<file path="config.mk">
export PLATFORM = sky130hd
export DESIGN_NAME = ar_req_arbiter_flat
export DESIGN_NICKNAME = d
export VERILOG_FILES = /design/src/rtl/sram2axi_pkg.sv /design/src/rtl/ar_req_arbiter_if.sv /design/src/rtl/sat_updown_cnt.sv /design/src/rtl/ar_req_arbiter.sv /design/src/flat_wrapper.sv
export SDC_FILE = /design/constraint.sdc
export NUM_CORES = 1
export LEC_CHECK = 0
export BUFFER_PORTS_ARGS = -buffer_cell sky130_fd_sc_hd__clkbuf_2
export CAP_MARGIN = 20
export CORE_MARGIN = 8
export CORE_UTILIZATION = 35
export DETAILED_ROUTE_END_ITERATION = 8
export PLACE_DENSITY = 0.72
export SYNTH_ARGS = -nofsm -noshare
export SYNTH_HDL_FRONTEND = slang
export SYNTH_SLANG_ARGS = --single-unit
export TNS_END_PERCENT = 10
</file>
<file path="constraint.sdc">
create_clock -name clk -period 3.47 [get_ports clk]
set_input_delay 0.347 -clock clk [delete_from_list [all_inputs] [get_ports clk]]
set_output_delay 0.347 -clock clk [all_outputs]
set_load 0.02 [all_outputs]
</file>
<file path="src/rtl/sram2axi_pkg.sv">
// Shared definitions for the sram2axi bridge: AXI IDs, fixed AR field values,
// the AR issue state encoding and the registered AR request record.
package sram2axi_pkg;

  localparam logic [3:0] ID_INST     = 4'd0;
  localparam logic [3:0] ID_DATA     = 4'd1;

  localparam logic [7:0] LEN_SINGLE  = 8'd0;
  localparam logic [1:0] BURST_INCR  = 2'b01;
  localparam logic [1:0] LOCK_NORMAL = 2'b00;
  localparam logic [3:0] CACHE_NONE  = 4'd0;
  localparam logic [2:0] PROT_NONE   = 3'd0;

  typedef enum logic {
    IDLE  = 1'b0,
    ISSUE = 1'b1
  } ar_state_e;

  typedef struct packed {
    logic [31:0] addr;
    logic [2:0]  size;
    logic [3:0]  id;
  } ar_req_t;

  // SRAM-like size is log2(bytes) on 2 bits; AXI arsize is the same on 3 bits.
  function automatic logic [2:0] axi_size(input logic [1:0] size);
    return {1'b0, size};
  endfunction

endpackage

</file>
<file path="src/rtl/ar_req_arbiter_if.sv">
// Bundles the SRAM-like read ports, write-path events and AXI AR/R channels
// seen by ar_req_arbiter. slave is the arbiter's view, master the surroundings.
interface ar_req_arbiter_if;

  logic        inst_sram_req;
  logic [1:0]  inst_sram_size;
  logic [31:0] inst_sram_addr;
  logic        inst_sram_addr_ok;
  logic        inst_sram_data_ok;
  logic [31:0] inst_sram_rdata;

  logic        data_sram_rd_req;
  logic [1:0]  data_sram_size;
  logic [31:0] data_sram_addr;
  logic        data_rd_addr_ok;
  logic        data_rd_data_ok;
  logic [31:0] data_rd_rdata;

  logic        aw_fire;
  logic        b_fire;

  logic [3:0]  arid;
  logic [31:0] araddr;
  logic [7:0]  arlen;
  logic [2:0]  arsize;
  logic [1:0]  arburst;
  logic [1:0]  arlock;
  logic [3:0]  arcache;
  logic [2:0]  arprot;
  logic        arvalid;
  logic        arready;

  logic [3:0]  rid;
  logic [31:0] rdata;
  logic [1:0]  rresp;
  logic        rlast;
  logic        rvalid;
  logic        rready;

  modport slave (
    input  inst_sram_req, inst_sram_size, inst_sram_addr,
    output inst_sram_addr_ok, inst_sram_data_ok, inst_sram_rdata,
    input  data_sram_rd_req, data_sram_size, data_sram_addr,
    output data_rd_addr_ok, data_rd_data_ok, data_rd_rdata,
    input  aw_fire, b_fire,
    output arid, araddr, arlen, arsize, arburst, arlock, arcache, arprot, arvalid,
    input  arready,
    input  rid, rdata, rresp, rlast, rvalid,
    output rready
  );

  modport master (
    output inst_sram_req, inst_sram_size, inst_sram_addr,
    input  inst_sram_addr_ok, inst_sram_data_ok, inst_sram_rdata,
    output data_sram_rd_req, data_sram_size, data_sram_addr,
    input  data_rd_addr_ok, data_rd_data_ok, data_rd_rdata,
    output aw_fire, b_fire,
    input  arid, araddr, arlen, arsize, arburst, arlock, arcache, arprot, arvalid,
    output arready,
    output rid, rdata, rresp, rlast, rvalid,
    input  rready
  );

endinterface

</file>
<file path="src/rtl/sat_updown_cnt.sv">
// Saturating up/down counter: holds on simultaneous inc+dec, never wraps
// below zero or above all-ones. Synchronous active-low reset.
module sat_updown_cnt #(
  parameter int W = 4
) (
  input  logic         clk,
  input  logic         reset,
  input  logic         inc,
  input  logic         dec,
  output logic [W-1:0] count
);

  localparam logic [W-1:0] CNT_MAX = '1;

  // NOTE: state is updated with non-blocking assignments and reset is sampled
  // on the clock edge only, so reset never appears in the sensitivity list.
  always_ff @(posedge clk) begin
    if (!reset) begin
      count <= '0;
    end else if (inc && !dec && (count != CNT_MAX)) begin
      count <= count + W'(1);
    end else if (dec && !inc && (count != '0)) begin
      count <= count - W'(1);
    end
  end

endmodule

</file>
<file path="src/rtl/ar_req_arbiter.sv">
// Shares the AXI AR/R channels between the instruction and data read ports.
// Optional macro AR_ROUND_ROBIN_EN: alternate grants on contention (default: data first).
module ar_req_arbiter
  import sram2axi_pkg::*;
#(
  parameter int MAX_OUTSTANDING = 4,
  parameter int CNT_W           = 4
) (
  input  logic            clk,
  input  logic            reset,
  ar_req_arbiter_if.slave bus
);

  ar_state_e        state_q, state_d;
  ar_req_t          ar_q, ar_d;
  logic [CNT_W-1:0] inst_cnt, data_cnt, wr_pend;
  logic             inst_elig, data_elig, pick_data;
  logic             grant_inst, grant_data;
  logic             inst_ret, data_ret;
  logic             unused_r_fields;

  // A data read may not pass a write that has issued AW but not yet seen B;
  // the aw_fire term covers the write whose AW fires in this very cycle.
  assign inst_elig = bus.inst_sram_req & (inst_cnt < CNT_W'(MAX_OUTSTANDING));
  assign data_elig = bus.data_sram_rd_req & (data_cnt < CNT_W'(MAX_OUTSTANDING))
                   & (wr_pend == '0) & ~bus.aw_fire;

`ifdef AR_ROUND_ROBIN_EN
  logic favour_data_q;

  always_ff @(posedge clk) begin
    if (!reset) begin
      favour_data_q <= 1'b1;
    end else if (grant_inst || grant_data) begin
      favour_data_q <= grant_inst;
    end
  end

  assign pick_data = data_elig & (~inst_elig | favour_data_q);
`else
  assign pick_data = data_elig;
`endif

  always_comb begin
    // NOTE: every signal assigned here gets a default first, so no path through
    // the case statement can leave one unassigned and infer a latch.
    state_d    = state_q;
    ar_d       = ar_q;
    grant_inst = 1'b0;
    grant_data = 1'b0;
    case (state_q)
      IDLE: begin
        if (reset) begin
          grant_data = pick_data;
          grant_inst = inst_elig & ~pick_data;
          if (grant_data) begin
            ar_d    = '{addr: bus.data_sram_addr, size: axi_size(bus.data_sram_size), id: ID_DATA};
            state_d = ISSUE;
          end else if (grant_inst) begin
            ar_d    = '{addr: bus.inst_sram_addr, size: axi_size(bus.inst_sram_size), id: ID_INST};
            state_d = ISSUE;
          end
        end
      end
      ISSUE: begin
        if (bus.arready) begin
          state_d = IDLE;
        end
      end
      default: state_d = IDLE;
    endcase
  end

  always_ff @(posedge clk) begin
    if (!reset) begin
      state_q <= IDLE;
      ar_q    <= '0;
    end else begin
      state_q <= state_d;
      ar_q    <= ar_d;
    end
  end

  assign bus.inst_sram_addr_ok = grant_inst;
  assign bus.data_rd_addr_ok   = grant_data;

  assign bus.arvalid = (state_q == ISSUE);
  assign bus.araddr  = ar_q.addr;
  assign bus.arid    = ar_q.id;
  assign bus.arsize  = ar_q.size;
  assign bus.arlen   = LEN_SINGLE;
  assign bus.arburst = BURST_INCR;
  assign bus.arlock  = LOCK_NORMAL;
  assign bus.arcache = CACHE_NONE;
  assign bus.arprot  = PROT_NONE;

  // Only rid[0] distinguishes the two requesters; beats are always single.
  assign bus.rready  = 1'b1;
  assign inst_ret    = reset & bus.rvalid & (bus.rid[0] == ID_INST[0]);
  assign data_ret    = reset & bus.rvalid & (bus.rid[0] == ID_DATA[0]);

  assign bus.inst_sram_data_ok = inst_ret;
  assign bus.data_rd_data_ok   = data_ret;
  assign bus.inst_sram_rdata   = bus.rdata;
  assign bus.data_rd_rdata     = bus.rdata;

  assign unused_r_fields = ^{bus.rid[3:1], bus.rresp, bus.rlast};

  sat_updown_cnt #(.W(CNT_W)) u_inst_cnt (
    .clk   (clk),
    .reset (reset),
    .inc   (grant_inst),
    .dec   (inst_ret),
    .count (inst_cnt)
  );

  sat_updown_cnt #(.W(CNT_W)) u_data_cnt (
    .clk   (clk),
    .reset (reset),
    .inc   (grant_data),
    .dec   (data_ret),
    .count (data_cnt)
  );

  sat_updown_cnt #(.W(CNT_W)) u_wr_pend (
    .clk   (clk),
    .reset (reset),
    .inc   (bus.aw_fire),
    .dec   (bus.b_fire),
    .count (wr_pend)
  );

endmodule

</file>
<file path="src/flat_wrapper.sv">
// flat-port wrapper written by rule: the top's interface ports become plain ports
module ar_req_arbiter_flat import sram2axi_pkg::*;
#(
  parameter int MAX_OUTSTANDING = 4,
  parameter int CNT_W           = 4
)
  (clk, reset, bus_inst_sram_req, bus_inst_sram_size, bus_inst_sram_addr, bus_inst_sram_addr_ok, bus_inst_sram_data_ok, bus_inst_sram_rdata, bus_data_sram_rd_req, bus_data_sram_size, bus_data_sram_addr, bus_data_rd_addr_ok, bus_data_rd_data_ok, bus_data_rd_rdata, bus_aw_fire, bus_b_fire, bus_arid, bus_araddr, bus_arlen, bus_arsize, bus_arburst, bus_arlock, bus_arcache, bus_arprot, bus_arvalid, bus_arready, bus_rid, bus_rdata, bus_rresp, bus_rlast, bus_rvalid, bus_rready);
  ar_req_arbiter_if bus_i ();
  input  logic clk;
  input  logic reset;
  input wire logic [$bits(bus_i.inst_sram_req)-1:0] bus_inst_sram_req;
  input wire logic [$bits(bus_i.inst_sram_size)-1:0] bus_inst_sram_size;
  input wire logic [$bits(bus_i.inst_sram_addr)-1:0] bus_inst_sram_addr;
  output wire logic [$bits(bus_i.inst_sram_addr_ok)-1:0] bus_inst_sram_addr_ok;
  output wire logic [$bits(bus_i.inst_sram_data_ok)-1:0] bus_inst_sram_data_ok;
  output wire logic [$bits(bus_i.inst_sram_rdata)-1:0] bus_inst_sram_rdata;
  input wire logic [$bits(bus_i.data_sram_rd_req)-1:0] bus_data_sram_rd_req;
  input wire logic [$bits(bus_i.data_sram_size)-1:0] bus_data_sram_size;
  input wire logic [$bits(bus_i.data_sram_addr)-1:0] bus_data_sram_addr;
  output wire logic [$bits(bus_i.data_rd_addr_ok)-1:0] bus_data_rd_addr_ok;
  output wire logic [$bits(bus_i.data_rd_data_ok)-1:0] bus_data_rd_data_ok;
  output wire logic [$bits(bus_i.data_rd_rdata)-1:0] bus_data_rd_rdata;
  input wire logic [$bits(bus_i.aw_fire)-1:0] bus_aw_fire;
  input wire logic [$bits(bus_i.b_fire)-1:0] bus_b_fire;
  output wire logic [$bits(bus_i.arid)-1:0] bus_arid;
  output wire logic [$bits(bus_i.araddr)-1:0] bus_araddr;
  output wire logic [$bits(bus_i.arlen)-1:0] bus_arlen;
  output wire logic [$bits(bus_i.arsize)-1:0] bus_arsize;
  output wire logic [$bits(bus_i.arburst)-1:0] bus_arburst;
  output wire logic [$bits(bus_i.arlock)-1:0] bus_arlock;
  output wire logic [$bits(bus_i.arcache)-1:0] bus_arcache;
  output wire logic [$bits(bus_i.arprot)-1:0] bus_arprot;
  output wire logic [$bits(bus_i.arvalid)-1:0] bus_arvalid;
  input wire logic [$bits(bus_i.arready)-1:0] bus_arready;
  input wire logic [$bits(bus_i.rid)-1:0] bus_rid;
  input wire logic [$bits(bus_i.rdata)-1:0] bus_rdata;
  input wire logic [$bits(bus_i.rresp)-1:0] bus_rresp;
  input wire logic [$bits(bus_i.rlast)-1:0] bus_rlast;
  input wire logic [$bits(bus_i.rvalid)-1:0] bus_rvalid;
  output wire logic [$bits(bus_i.rready)-1:0] bus_rready;
  assign bus_i.inst_sram_req = bus_inst_sram_req;
  assign bus_i.inst_sram_size = bus_inst_sram_size;
  assign bus_i.inst_sram_addr = bus_inst_sram_addr;
  assign bus_inst_sram_addr_ok = bus_i.inst_sram_addr_ok;
  assign bus_inst_sram_data_ok = bus_i.inst_sram_data_ok;
  assign bus_inst_sram_rdata = bus_i.inst_sram_rdata;
  assign bus_i.data_sram_rd_req = bus_data_sram_rd_req;
  assign bus_i.data_sram_size = bus_data_sram_size;
  assign bus_i.data_sram_addr = bus_data_sram_addr;
  assign bus_data_rd_addr_ok = bus_i.data_rd_addr_ok;
  assign bus_data_rd_data_ok = bus_i.data_rd_data_ok;
  assign bus_data_rd_rdata = bus_i.data_rd_rdata;
  assign bus_i.aw_fire = bus_aw_fire;
  assign bus_i.b_fire = bus_b_fire;
  assign bus_arid = bus_i.arid;
  assign bus_araddr = bus_i.araddr;
  assign bus_arlen = bus_i.arlen;
  assign bus_arsize = bus_i.arsize;
  assign bus_arburst = bus_i.arburst;
  assign bus_arlock = bus_i.arlock;
  assign bus_arcache = bus_i.arcache;
  assign bus_arprot = bus_i.arprot;
  assign bus_arvalid = bus_i.arvalid;
  assign bus_i.arready = bus_arready;
  assign bus_i.rid = bus_rid;
  assign bus_i.rdata = bus_rdata;
  assign bus_i.rresp = bus_rresp;
  assign bus_i.rlast = bus_rlast;
  assign bus_i.rvalid = bus_rvalid;
  assign bus_rready = bus_i.rready;
  ar_req_arbiter #(.MAX_OUTSTANDING(MAX_OUTSTANDING), .CNT_W(CNT_W)) u_core (.clk(clk), .reset(reset), .bus(bus_i));
endmodule
</file>
# After elaboration in Yosys (flattened, before gate mapping)
# Cells that the tools add are included.
[classes] muxes=16 magnitude_cmp=2 add_sub_neg=6 n_bitwise=12 n_reduce_logical=27 n_eq_ne=3
[ops] operator="$mux W39" n=2
[ops] operator="$mux W4" n=6
[ops] operator="$add A4 B1 Y4 const B" n=3
[ops] operator="$logic_and A1 B1 Y1" n=12
[ops] operator="$ne A4 B4 Y1 const B" n=3
[ops] operator="$reduce_bool A4 Y1" n=3
[ops] operator="$sub A4 B1 Y4 const B" n=3
[ops] operator="$and A1 B1 Y1" n=8
[ops] operator="$lt A4 B3 Y1 const B" n=2
[ops] operator="$reduce_bool A2 Y1" n=4
[ops] operator="$mux W1" n=7
[ops] operator="$logic_not A1 Y1" n=6
[ops] operator="$logic_not A4 Y1" n=1
[ops] operator="$not A1 Y1" n=4
[ops] operator="$pmux W1 S2" n=1
[ops] operator="$reduce_and A2 Y1" n=1
[totals] ff_bits=52 input_bits=115 output_inout_bits=128

# Depth between registers and ports, before layout
# Gate-level depths: netlist (run 1).
[depth] word_depth=13 ltp_mapped=10

# By module
# From an unflattened synthesis (run 1), not the netlist that was laid out.
[unflattened] hier_cells=421 area_unflattened_um2=3717.3
[modules_own_cells] mod="ar_req_arbiter" cells_each=337 n_inst=1 area_per_inst_um2=2824.0
[modules_own_cells] mod="sat_updown_cnt" cells_each=28 n_inst=3 area_per_inst_um2=297.8

# Worst setup path after synthesis (run 1)
# OpenSTA, ideal clock, no wires.
[synth_path] kind="reg2reg" startpoint="reg u_core.u_inst_cnt.count[3]" endpoint="reg u_core.u_inst_cnt.count[3]" arrival_ns=2.447 setup_slack_ns=0.901 setup_ns=0.123 stages_incl_launch_ff=10 t_required_ns=3.347 cell_sequence="dfxtp_1 or3b_2 a211oi_2 nand2_1 ha_1 a21oi_1 nand2_1 nor3_1 a31oi_1 mux2i_1"
[synth_via] elab_chain_len=9 elab_cells_between_ends=17
[synth_rtl] element="from (decl)" line="sat_updown_cnt.sv:10" rtl="output logic [W-1:0] count"
[synth_rtl] element="from (signal assigned)" line="sat_updown_cnt.sv:21" rtl="count <= count + W'(1);"
[synth_rtl] element="from (signal assigned)" line="sat_updown_cnt.sv:23" rtl="count <= count - W'(1);"
[synth_rtl] element="$lt A4 B3 Y1 *" line="ar_req_arbiter.sv:24" rtl="assign inst_elig = bus.inst_sram_req & (inst_cnt < CNT_W'(MAX_OUTSTANDING));"
[synth_rtl] element="$and A1 B1 Y1 *" line="ar_req_arbiter.sv:24"
[synth_rtl] element="$and A1 B1 Y1 *" line="ar_req_arbiter.sv:55" rtl="grant_inst = inst_elig & ~pick_data;"
[synth_rtl] element="$mux W1 *" line="ar_req_arbiter.sv:53" rtl="if (reset) begin"
[synth_rtl] element="$mux W1 *" line="ar_req_arbiter.sv:51" rtl="case (state_q)"
[synth_rtl] element="net bus_inst_sram_addr_ok" line="flat_wrapper.sv:14" rtl="output wire logic [$bits(bus_i.inst_sram_addr_ok)-1:0] bus_inst_sram_addr_ok;"
[synth_rtl] element="$logic_not A1 Y1" line="sat_updown_cnt.sv:22" rtl="end else if (dec && !inc && (count != '0)) begin"
[synth_rtl] element="$logic_and A1 B1 Y1 (2 in series)" line="sat_updown_cnt.sv:22"
[synth_rtl] element="$reduce_bool A2 Y1 (no line)"
# The timed path passes the listed nets; every way through them passes the cells marked *. The select of a mux whose other input is x is not followed.
# A chain may end at the register's enable or synchronous reset.

# Worst setup path after layout (run 1)
[layout_path] startpoint="reg u_core.u_inst_cnt.count[3]" endpoint="reg u_core.u_inst_cnt.count[3]"
[layout_via] elab_chain_len=9 elab_cells_between_ends=17
[layout_rtl] element="$lt A4 B3 Y1" line="ar_req_arbiter.sv:24"
[layout_rtl] element="$and A1 B1 Y1" line="ar_req_arbiter.sv:24"
[layout_rtl] element="$and A1 B1 Y1" line="ar_req_arbiter.sv:55"
[layout_rtl] element="$mux W1" line="ar_req_arbiter.sv:53"
[layout_rtl] element="$mux W1" line="ar_req_arbiter.sv:51"
[layout_rtl] element="$logic_not A1 Y1" line="sat_updown_cnt.sv:22"
[layout_rtl] element="$logic_and A1 B1 Y1 (2 in series)" line="sat_updown_cnt.sv:22"
[layout_rtl] element="$reduce_bool A2 Y1 (no line)"
# Several ways; a longest one is shown, not always the timed one. The select of a mux whose other input is x is not followed.

==> run metrics, run 1 <==
CP Launch Type=flop; post-DP HPWL=5830 µm; share of layout cells above drive strength 1=0.322; Post-Synth Simple-Gate Area=0.216; Post-CTS Setup Inserts=0; f_max=between 0.3 and 0.4 GHz; Initial Util=0.361; skew final=about 0.0020 ns; leakage=0.00195 µW; Netlist Area Pre-Place=3150 µm²; top post-synthesis cells by count=88 x buf_4, 69 x nand3_1, 50 x nand2_1, 48 x dfxtp_1, 34 x o211a_1; Cell variety after synth=35; clock power share=0.159; cell taking the most area after synthesis=dfxtp_1; crit share post-route=0.731; final WL=around 7700 µm; Hold Crit Class=input pin to flop; port bufs=116; DRC=0; Req. time, crit path=3.65 ns; final setup fails=0; Reg power frac=0.365; Layout Nets=542; number of buffers created by CTS=5; switching power total=between 1000 and 1500 µW; Die H=roughly 110 µm; unrepaired setup endpoints after global routing=no; cell-internal power=about 1400 µW; Clk Latency, worst-skew pair=between 0.2 and 0.3 ns; Worst EP arrival=2.72 ns; Yosys top cell area share=0.305; core area=8720 µm²; Pwr per Cell Area=approximately 740 nW/µm²; TNS Setup=0 ns; register area share after synthesis=0.305; Compound-Gate Fraction of Synth Area=0.154; combinational share of power=0.476; run status=finished, final reports clean; Critical Path Sink Type=flop; async set or reset register ratio after synthesis=0; Synth Flop Type=dfxtp_1; largest family of logic cells by synthesized area=buffers and inverters; placement row count=34; initial drt markers=approximately 110; CTS sink cnt=48; full die area=between 10000 and 15000 µm²; ant diodes=0; Antenna Nets Post-Route=0; vias post-DR=about 2600; Longest Clk Path Bufs=2; vias in the first global route=2820; Root Buffer=clkbuf_8; Warnings, synthesis=0; DP Area=3270 µm²; Via-to-Cell Ratio=~5.0; Post-synth EDFFs=0; Remaining Overflow, GRT=0; number of iterations in the first detailed-routing pass=4; CTS tree=built; Resized cells post-CTS=0; post-synthesis mux area share=0.0254; wire per inst=around 15 µm; largest net degree at the start of global routing=68; max_cap viols=0; Post-Synth Adder-Cell Area=0.0429; GRT Total Usage=0.119; Clock transition at path regs=approximately 0.09 ns; initial antenna violation count=0; GP Congestion=0.780; global-route wire length before repair=12700 µm; worst-path fanout max=5; fin area=3380 µm²; Peak VDD IR=0.000357 V; H-Tree Depth=2; max-slew violation count=0; synthesis-stage register bit count=48; Final min period=2.54 ns; synth top area cells=dfxtp_1 30%, buf_4 21%, nand3_1 11%; most common cell in the netlist=buf_4; final hold vios=0; Gate Count Post-Synth=377; Avg Cell Area, Syn=about 8.4 µm²; xor and xnor area share after synthesis=0.0139; area grow syn2layout=7.15%; Setup Crit Path Kind=flop to flop; Chip Width=about 110 µm; cts hold-fix bufs=0; number of primary I/O pins=approximately 240; Sw Share=0.433
[flip-flops by register name, summed over array words and instances, names as in the netlist]
register / count
u_core.u_data_cnt.count: 4
u_core.u_wr_pend.count: 4
u_core.bus.arid: 1
u_core.bus.araddr: 32
u_core.bus.arsize: 2
u_core.bus.arvalid: 1
u_core.u_inst_cnt.count: 4
[logic make-up after synthesis]
family,count (synthesis)
xor gates and xnor gates,5
and+or+nand+nor,138
muxes,8
buffers and inverters,112
adders and majority gates,9
DFF,48
AOI/OAI and AO/OA,55
other,2
[critical path: stages (launching register included)]
cell      delay [ns]
dfxtp_1         0.35
or3b_2          0.53
a211oi_2        0.40
nand2_1         0.18
ha_1            0.35
a21oi_1         0.16
nand2_1         0.09
nor3_1          0.14
a31oi_1         0.07
mux2i_1         0.14
[stage by stage]
| step | util | power (µW) | hold slack, ns | worst slack [ns] | instances |
|---|---|---|---|---|---|
| 6_report | 0.387 | 2500 | 0.351 | 0.933 | 527 |
| 5_1_grt | 0.387 | 2690 | 0.358 | 0.735 | 527 |
| 4_1_cts | 0.387 | 2540 | 0.333 | 0.932 | 527 |
| 3_5_place_dp | 0.375 | 2130 | 0.473 | 0.881 | 519 |
| 3_3_place_gp | 0.375 | 2090 | 0.469 | 0.935 | 519 |
| 2_1_floorplan | - | 1860 | 0.457 | 0.901 | 399 |
[layer usage]
metal  global-route usage  vias to the layer above  wire, µm
li1                     -                     1276         -
met1                0.117                     1213      2840
met2                0.203                      114      3710
met3               0.0649                       36       983
met4               0.0514                        0       178
met5                    0                        -         0
[area by class of cell]
type                            count  area [µm²]
Tap cell                          108         135
Timing Repair Buffer              122         638
Multi-Input combinational cell    239        1530
Inverter                            2        7.51
Sequential cell                    48         961
Clock inverter                      2        35.0
Fill cell                         894        5340
Clock buffer                        6        72.6
[cell usage in the layout (no fill, tap or decap), drive strengths merged, types with 5 or more instances in the layout]
cell type  netlist  final
a21oi            6      6
buf             95      6
clkbuf          15    122
conb             2     24
dfxtp           48     48
ha               6      6
mux2i            8      8
nand2           50     50
nand3           69     69
o211a           34     34
o21ai            5      5
[power by group through the flow]
stage / Clock [µW] / Combinational (µW) / Sequential (µW)
final: 399 / 1190 / 913
after global routing: 430 / 1310 / 945
after CTS: 413 / 1210 / 913
after detailed placement: 0 / 1210 / 923
after global placement: 0 / 1180 / 910
after floorplan: 0 / 760 / 1100
[worst paths after layout]
check / startpoint / endpoint / slack [ns] / cells past startpoint
setup / recovery: u_core.u_inst_cnt.count[3] / u_core.u_inst_cnt.count[3] / 0.93 / 9
hold / removal: reset / u_core.u_inst_cnt.count[3] / 0.35 / 3
setup reg to reg: u_core.u_inst_cnt.count[3] / u_core.u_inst_cnt.count[3] / 0.93 / 9
hold reg to reg: u_core.bus.arid[0] / u_core.bus.arid[0] / 0.48 / 2
Note: power is estimated with default switching activity, not from simulation.
==> run 2, diff against run 1 <==
clock period = 2.56 ns   (was 3.47 ns; I/O delays follow)
==> run 2 against run 1 <==
Compared with the run above: first-iteration DRC count is 9.9% lower; clock-buffer cell count is 1 lower; largest cell class unchanged; maximum frequency is 8.0% higher; design area is 0.63% higher; global-route usage is 0.19 points higher; register-to-register slack worse by 0.72 ns; power is 36% higher; highest routed layer unchanged.
==> run metrics, run 2 (synthesis results as in run 1) <==
Root Buffer=clkbuf_8; skew final=0.00562 ns; post-DP HPWL=between 5000 and 6000 µm; share of layout cells above drive strength 1=0.326; Initial Util=0.361; core area=8720 µm²; Place WS=0.215 ns; unrepaired setup endpoints after global routing=no; initial antenna violation count=0; final setup fails=0; full die area=12300 µm²; fin area=3400 µm²; number of primary I/O pins=243; Critical Path Sink Type=flop; cts hold-fix bufs=0; Resized cells post-CTS=0; R2R setup slack=0.21 ns; CTS tree=built; setup ws final=0.211 ns; max_cap viols=0; clock power share=0.153; CP Launch Type=flop; Hold Crit Class=input pin to flop; number of iterations in the first detailed-routing pass=4; number of buffers created by CTS=5; largest net degree at the start of global routing=70; run status=finished, final reports clean; port bufs=116; Pwr per Cell Area=between 1000 and 1500 nW/µm²; Remaining Overflow, GRT=0; Fill cells=893; wire per inst=14.7 µm; final hold vios=0; Final min period=between 2 and 2.5 ns; Layout Nets=545; Clk Latency, worst-skew pair=between 0.2 and 0.3 ns; Reg power frac=0.364; H-Tree Depth=2; Via-to-Cell Ratio=4.90; Antenna Nets Post-Route=0; max reg flops=32; DRC=0; worst-path fanout max=5; Chip Width=111 µm; final WL=just under 8000 µm; cell-internal power=between 1500 and 2000 µW; Req. time, crit path=2.79 ns; crit share post-route=0.918; initial drt markers=100; most frequent cells in the layout=116 x clkbuf_2, 69 x nand3_1, 50 x nand2_1; vias post-DR=between 2000 and 3000; multi-input logic area=1540 µm²; Setup Crit Path Kind=flop to flop; FF+latch area=between 900 and 1000 µm²; GRT Total Usage=0.121; DP Area=between 3000 and 4000 µm²; CTS sink cnt=48; combinational share of power=0.483; GP Congestion=0.798; Post-CTS Setup Inserts=0; area grow syn2layout=7.82%; Worst EP arrival=2.58 ns; TNS Setup=0 ns; Clock transition at path regs=0.08 ns; global-route wire length before repair=approximately 13000 µm; f_max=roughly 0.43 GHz; Power, Total=3400 µW; leakage=0.00196 µW; switching power total=1470 µW; placement row count=34; commonest non-fill, non-tap cell in the layout=clkbuf_2; max-slew violation count=0; Longest Clk Path Bufs=2; Die H=111 µm; Peak VDD IR=0.000393 V; ant diodes=0; vias in the first global route=about 2800; Sw Share=0.431
==> run 2: cell types whose count changed in the layout (fill, tap and decap cells not counted) <==
| cell | delta |
|---|---|
| a211oi_2 | -1 |
| a211oi_4 | +1 |
| buf_4 | +3 |
| clkbuf_1 | -1 |
| clkinv_2 | -1 |
==> run 2: per-stage QoR <==
| stage | utilization | cells | hold WS (ns) |
|---|---|---|---|
| after global placement | 0.378 | 522 | 0.470 |
| after global routing | 0.390 | 528 | 0.275 |
| after floorplan | - | 399 | 0.457 |
| after detailed placement | 0.378 | 522 | 0.473 |
| final | 0.390 | 528 | 0.279 |
| after CTS | 0.390 | 528 | 0.266 |
==> run 2: power groups by stage <==
stage	logic (µW)	clock network (µW)	registers (µW)
2_1_floorplan	1040	0	1490
3_3_place_gp	1620	0	1230
3_5_place_dp	1670	0	1250
4_1_cts	1670	538	1240
5_1_grt	1810	575	1280
6_report	1640	520	1240
==> run 2: worst paths after layout <==
path                         startpoint                    endpoint  depth (start not counted)
max          u_core.u_inst_cnt.count[3]  u_core.u_inst_cnt.count[3]                          8
min reg2reg          u_core.bus.arid[0]          u_core.bus.arid[0]                          2
max reg2reg  u_core.u_inst_cnt.count[3]  u_core.u_inst_cnt.count[3]                          8
min                         bus_arready          u_core.bus.arvalid                          3
==> run 2: routing by layer <==
metal  global-route usage  routed length [µm]  vias to the layer above
li1                     -                   -                     1277
met1                0.120                2920                     1164
met2                0.201                3620                      106
met3               0.0628                 895                       40
met4               0.0676                 303                        0
met5                    0                   0                        -
==> run 2: critical path: stages, from the launching register on <==
cell,delay [ns]
dfxtp_1,0.35
or3b_2,0.55
a211oi_4,0.25
nand2_1,0.14
ha_1,0.34
a21oi_1,0.17
nand2_1,0.08
a31oi_1,0.21
mux2i_1,0.19
==> run 2: layout make-up <==
cell class	count	area share
Clock buffer	5	0.0203
Clock inverter	1	0.00884
Inverter	2	0.00221
Multi-Input combinational cell	239	0.452
Sequential cell	48	0.283
Tap cell	108	0.0398
Timing Repair Buffer	125	0.194
